**config.mk**
```make
export PLATFORM = sky130hd
export DESIGN_NAME = sp_ram_port_arbiter
export DESIGN_NICKNAME = d
export VERILOG_FILES = /design/src/rtl/sp_ram_arb_pkg.sv /design/src/rtl/sp_ram_arb_pick.sv /design/src/rtl/sp_ram_port_arbiter.sv
export SDC_FILE = /design/constraint.sdc
export NUM_CORES = 1
export LEC_CHECK = 0
export BUFFER_PORTS_ARGS = -buffer_cell sky130_fd_sc_hd__buf_2
export CORE_AREA = 2 2 105 107
export DETAILED_ROUTE_END_ITERATION = 6
export DIE_AREA = 0 0 107 109
export GPL_TIMING_DRIVEN = 0
export PLACE_DENSITY_LB_ADDON = 0.08
export SYNTH_ARGS = -nofsm -noshare
export SYNTH_HDL_FRONTEND = slang
export SYNTH_SLANG_ARGS = --single-unit
```
**constraint.sdc**
```tcl
create_clock -name clk -period 5.3 [get_ports clk]
set_input_delay 0.53 -clock clk [delete_from_list [all_inputs] [get_ports clk]]
set_output_delay 0.53 -clock clk [all_outputs]
set_load 0.005 [all_outputs]
```
**src/rtl/sp_ram_arb_pkg.sv**
```systemverilog
// Shared types for the single-port RAM arbiter: response owner/type encodings and the
// byte-to-word address shift used on the RAM write path.
package sp_ram_arb_pkg;

    typedef enum logic [1:0] {
        OWN_NONE = 2'd0,
        OWN_IF   = 2'd1,
        OWN_D    = 2'd2
    } owner_e;

    typedef enum logic {
        RSP_READ  = 1'b0,
        RSP_WRITE = 1'b1
    } rsp_e;

    localparam int WORD_SHIFT = 2;

endpackage

```
**src/rtl/sp_ram_arb_pick.sv**
```systemverilog
// Two-way combinational grant pick. The caller supplies which port is preferred on
// contention, so the same logic serves fixed-priority and round-robin policies.
module sp_ram_arb_pick
    import sp_ram_arb_pkg::*;
(
    input  logic en,
    input  logic if_req,
    input  logic d_req,
    input  logic if_first,
    output logic if_gnt,
    output logic d_gnt,
    output logic contended
);

    always_comb begin
        if_gnt    = 1'b0;
        d_gnt     = 1'b0;
        contended = 1'b0;
        if (en) begin
            if (if_req && d_req) begin
                contended = 1'b1;
                if (if_first) begin
                    if_gnt = 1'b1;
                end else begin
                    d_gnt = 1'b1;
                end
            end else begin
                if_gnt = if_req;
                d_gnt  = d_req;
            end
        end
    end

endmodule

```
**src/rtl/sp_ram_port_arbiter.sv**
```systemverilog
// Shares one single-port RAM between a fetch port and a load/store port, one grant per cycle.
// Build option: ARB_ROUND_ROBIN_EN selects alternating priority instead of d-first with MAX_WAIT aging.
module sp_ram_port_arbiter
    import sp_ram_arb_pkg::*;
#(
    parameter int DATA_WIDTH = 32,
    parameter int ADDR_WIDTH = 32,
    parameter int MAX_WAIT   = 4
) (
    input  logic                  clk,
    input  logic                  rst,
    input  logic                  if_req,
    input  logic [ADDR_WIDTH-1:0] if_addr,
    output logic                  if_gnt,
    output logic                  if_rvalid,
    output logic [DATA_WIDTH-1:0] if_rdata,
    input  logic                  d_req,
    input  logic                  d_we,
    input  logic [ADDR_WIDTH-1:0] d_addr,
    input  logic [DATA_WIDTH-1:0] d_wdata,
    output logic                  d_gnt,
    output logic                  d_rvalid,
    output logic [DATA_WIDTH-1:0] d_rdata,
    output logic                  d_wack,
    output logic [ADDR_WIDTH-1:0] ram_address,
    output logic [DATA_WIDTH-1:0] ram_data_in,
    output logic                  ram_re,
    output logic                  ram_we,
    input  logic [DATA_WIDTH-1:0] ram_data_out
);

    localparam logic [ADDR_WIDTH-1:0] ALIGN_MASK = ADDR_WIDTH'(3);

    logic   if_first;
    logic   contended;
    owner_e resp_owner;
    rsp_e   resp_type;
    logic [DATA_WIDTH-1:0] if_rdata_q;
    logic [DATA_WIDTH-1:0] d_rdata_q;

    sp_ram_arb_pick u_pick (
        .en        (!rst),
        .if_req    (if_req),
        .d_req     (d_req),
        .if_first  (if_first),
        .if_gnt    (if_gnt),
        .d_gnt     (d_gnt),
        .contended (contended)
    );

`ifdef ARB_ROUND_ROBIN_EN
    // Pointer moves only on contention so the first contention after reset always favours d_*.
    logic rr_if_first;

    always_ff @(posedge clk or posedge rst) begin
        if (rst) begin
            rr_if_first <= 1'b0;
        end else if (contended) begin
            rr_if_first <= d_gnt;
        end
    end

    assign if_first = rr_if_first;
`else
    localparam int WCW = $clog2(MAX_WAIT + 1);
    localparam logic [WCW-1:0] WAIT_LIMIT = WCW'(MAX_WAIT);

    logic [WCW-1:0] wait_cnt;

    always_ff @(posedge clk or posedge rst) begin
        if (rst) begin
            wait_cnt <= '0;
        end else if (if_gnt) begin
            wait_cnt <= '0;
        end else if (if_req && (wait_cnt != WAIT_LIMIT)) begin
            wait_cnt <= wait_cnt + 1'b1;
        end
    end

    assign if_first = (wait_cnt == WAIT_LIMIT);

    logic unused_contended;
    assign unused_contended = contended;
`endif

    // Reads see byte addresses; writes see the word index.
    always_comb begin
        ram_re      = 1'b0;
        ram_we      = 1'b0;
        ram_address = '0;
        ram_data_in = '0;
        if (if_gnt) begin
            ram_re      = 1'b1;
            ram_address = if_addr & ~ALIGN_MASK;
        end else if (d_gnt) begin
            if (d_we) begin
                ram_we      = 1'b1;
                ram_address = d_addr >> WORD_SHIFT;
                ram_data_in = d_wdata;
            end else begin
                ram_re      = 1'b1;
                ram_address = d_addr & ~ALIGN_MASK;
            end
        end
    end

    always_ff @(posedge clk or posedge rst) begin
        if (rst) begin
            resp_owner <= OWN_NONE;
            resp_type  <= RSP_READ;
        end else if (if_gnt) begin
            resp_owner <= OWN_IF;
            resp_type  <= RSP_READ;
        end else if (d_gnt) begin
            resp_owner <= OWN_D;
            resp_type  <= d_we ? RSP_WRITE : RSP_READ;
        end else begin
            resp_owner <= OWN_NONE;
            resp_type  <= RSP_READ;
        end
    end

    assign if_rvalid = (resp_owner == OWN_IF);
    assign d_rvalid  = (resp_owner == OWN_D) && (resp_type == RSP_READ);
    assign d_wack    = (resp_owner == OWN_D) && (resp_type == RSP_WRITE);

    // RAM data is only live during the response cycle, so keep a copy for the hold period.
    always_ff @(posedge clk or posedge rst) begin
        if (rst) begin
            if_rdata_q <= '0;
            d_rdata_q  <= '0;
        end else begin
            if (if_rvalid) begin
                if_rdata_q <= ram_data_out;
            end
            if (d_rvalid) begin
                d_rdata_q <= ram_data_out;
            end
        end
    end

    assign if_rdata = if_rvalid ? ram_data_out : if_rdata_q;
    assign d_rdata  = d_rvalid  ? ram_data_out : d_rdata_q;

endmodule

```
==> out/results.ini <==
[synth]
seq_area_frac_synth_pct=49.4
dominant_register_cell_in_the_synthesized_netlist=sky130_fd_sc_hd__dfrtp_1
postSynthCellCount=276
synth_edf_count=0
synth-seq-cells=70
total_nets_after_synthesis=411
yosys_warnings=0
synth_area_per_cell_um2=12.8
synth.lib_cells_used.distinct=28
proportion_of_synthesized_flip_flops_having_asynchronous_set_or_reset_pct=100
mappedNetlistArea_mm2=0.00354

[routing]
num_vias=3298
detail_route.iter0.violations=89
postRouteAntennaNets=0
first_pass_iters=4
detail_route.drc_violations=0
vias_cell=4.75
drt-total-wl_mm=11.8
detail_route.wl_per_cell_um=16.9

[timing]
period_needed_ps=3030
report.final.slew_viol_count=0
maxClockFrequency_ghz=0.330
tightest_slew_ps=858
finalSetupViolCount=0
slew-limit-headroom_pct=42.8
final_number_of_hold_violating_endpoints=0
setup-tns-final_ps=0
rsz_0062_raised_after_global_routing=no
min_period_over_period_pct=57.2
fin_worst_skew_ps=8.05

[worst_setup_path]
critPathKind=in2out
worstPathCellList=buf_2 -> inv_4 -> nand3_1 -> inv_1 -> buf_2 -> buf_2 -> and3_1 -> buf_2
critPathMaxStageDelay_ps=610
end_kind=output pin
ff2ff_path_depth=6
worst_r2r_endpoint=wait_cnt[0]
required_ps=4770
critPathArrivalTime_ps=2500
r2r_slack_ps=3670
critical-path-slowest-cell=sky130_fd_sc_hd__inv_4
path_max_fanout=71
critical_path.most_common_cell=sky130_fd_sc_hd__buf_2
cp-start-kind=input port
worstReg2RegStart=wait_cnt[0]

[power]
power.density_cell_area_mw_per_mm2=370
total_leakage_power_nw=2.92
max-vdd-ir-drop_uv=165

[final_layout]
ratio_of_cells_with_drive_above_1_in_the_final_layout_pct=65.2
fin_nets=684
register_area_mm2=0.00175
area_growth_syn_to_layout_pct=48.7
instances_no_fill=694
antenna_cells=0
fillerInstances=1045
multi_input_area_mm2=0.00163

[cts]
tritoncts.num_buffers=9
clock_latency_ps=330
post-cts-setup-buffer-count=0
cts.reportedPaths.clkPinSlew_ps=70
ctsRootBufferMaster=sky130_fd_sc_hd__clkbuf_8
clkSinkCount=70
cts.repair.resized=0
hold_buffers=0
cts_tree=built
cts_max_path_buffers=2
cts_htree_levels=3

[floorplan]
io_pins=268
dieArea_mm2=0.0117
die_h_um=109
core.rowCount=38
core_area_mm2=0.0106
start_util_pct=33.4
horiz_die_dim_um=107

[placed_design]
hpwlAfterDp_mm=9.67
placement.io_buffers=262
place.gp.congestion=0.895
number_of_cells_after_detailed_placement=678

[global_routing]
gr-usage-all-layers_pct=19.5
gr-total-overflow=0
antenna_found_initial=0
via_count_of_the_first_global_routing_pass=3300
grt_pass1_wl_mm=17.4
largest_net_degree_at_the_start_of_global_routing=72

[flow_run]
cap_violations=0

[run_status]
outcome=complete, no violations

[min_path]
worstHoldPathType=in2async

==> metal layers <==
| metal | routed length [um] | up-vias | global-route usage, % |
|---|---|---|---|
| li1 | - | 1558 | - |
| met1 | 4330 | 1583 | 21.4 |
| met2 | 6140 | 143 | 35.4 |
| met3 | 1020 | 14 | 6.16 |
| met4 | 257 | 0 | 6.86 |
| met5 | 0 | - | 0 |
==> state kept, by name (all words and copies together), names as in the netlist <==
register    flops
d_rdata_q      32
if_rdata_q     32
wait_cnt        3
resp_owner      2
resp_type       1
==> cells by family after synthesis <==
logic type	Yosys count	share of synthesized area (%)
muxes	93	28.5
DFF	70	49.4
and+or+nand+nor	46	8.26
AOI/OAI and AO/OA	34	8.30
buffers and inverters	30	4.52
adders and majority gates	2	0.706
xor gates and xnor gates	1	0.247
==> placed cells by master, fill, tap and decap left out, types with 2 or more instances in the layout <==
| cell | synthesis | routed |
|---|---|---|
| sky130_fd_sc_hd__buf_2 | 10 | 272 |
| sky130_fd_sc_hd__buf_1 | 2 | 2 |
| sky130_fd_sc_hd__o2bb2ai_1 | 28 | 28 |
| sky130_fd_sc_hd__clkbuf_1 | 5 | 6 |
| sky130_fd_sc_hd__buf_4 | 3 | 3 |
| sky130_fd_sc_hd__a32o_1 | 2 | 2 |
| sky130_fd_sc_hd__dfrtp_1 | 70 | 70 |
| sky130_fd_sc_hd__and3_1 | 34 | 34 |
| sky130_fd_sc_hd__bufinv_16 | 0 | 3 |
| sky130_fd_sc_hd__mux2i_1 | 29 | 29 |
| sky130_fd_sc_hd__clkbuf_8 | 0 | 9 |
| sky130_fd_sc_hd__ha_1 | 2 | 2 |
| sky130_fd_sc_hd__clkinv_2 | 0 | 2 |
| sky130_fd_sc_hd__buf_6 | 3 | 3 |
| sky130_fd_sc_hd__nor2_1 | 3 | 3 |
| sky130_fd_sc_hd__mux2_2 | 64 | 64 |
| sky130_fd_sc_hd__inv_1 | 6 | 5 |
| sky130_fd_sc_hd__nand3_1 | 2 | 2 |
==> synthesized netlist by cell type, types with 2 or more instances <==
master,instances,area share (%)
sky130_fd_sc_hd__o2bb2ai_1,28,6.9
sky130_fd_sc_hd__ha_1,2,0.71
sky130_fd_sc_hd__inv_1,6,0.64
sky130_fd_sc_hd__and3_1,34,6.0
sky130_fd_sc_hd__nor2_1,3,0.32
sky130_fd_sc_hd__buf_6,3,0.95
sky130_fd_sc_hd__dfrtp_1,70,49
sky130_fd_sc_hd__clkbuf_1,5,0.53
sky130_fd_sc_hd__a32o_1,2,0.56
sky130_fd_sc_hd__mux2i_1,29,8.2
sky130_fd_sc_hd__buf_1,2,0.21
sky130_fd_sc_hd__buf_2,10,1.4
sky130_fd_sc_hd__nand3_1,2,0.28
sky130_fd_sc_hd__buf_4,3,0.64
sky130_fd_sc_hd__mux2_2,64,20
==> power by group <==
part | switching, W | leakage [nW] | internal (W)
clock | 0.000203 | 0.121 | 0.000313
combinational | 0.000308 | 1.97 | 0.000362
sequential | 0.0000501 | 0.829 | 0.000711
total | 0.000561 | 2.92 | 0.00139
==> area by class of cell <==
type | count | area share [%]
flip-flops and latches | 70 | 33.2
multi-input cells | 176 | 31.0
clock buffers | 10 | 2.42
inverters | 6 | 0.475
well taps | 140 | 3.32
clock inverters | 6 | 2.07
plain buffers | 24 | 2.61
repair buffers | 262 | 24.9
==> worst max-delay path by stage <==
stage | startpoint | to | slack, ps | cells past startpoint
final | rst | ram_data_in[30] | 2270 | 8
after global routing | rst | ram_data_in[30] | 1970 | 8
after floorplan | rst | ram_data_in[23] | 1800 | 6
after global placement | rst | ram_data_in[30] | 570 | 8
after CTS | rst | ram_data_in[30] | 2160 | 8
after detailed placement | rst | ram_data_in[30] | 2170 | 8
==> metrics by stage <==
stage	instance area [um2]	hold slack, ps	worst slack, ps	utilization, %	power, W
after CTS	5270	418	2160	49.7	0.00198
after floorplan	3540	486	1800	-	0.00112
after detailed placement	5030	481	2170	47.5	0.00146
final	5270	391	2270	49.7	0.00195
after global placement	5030	476	571	47.4	0.00143
after global routing	5270	435	1970	49.7	0.00209
==> worst max-delay path: cells and delay by family <==
family                 cells  cell delay, ps
and+or+nand+nor            2             530
buffers and inverters      6            1420
Power figures use the tool's default switching activity.
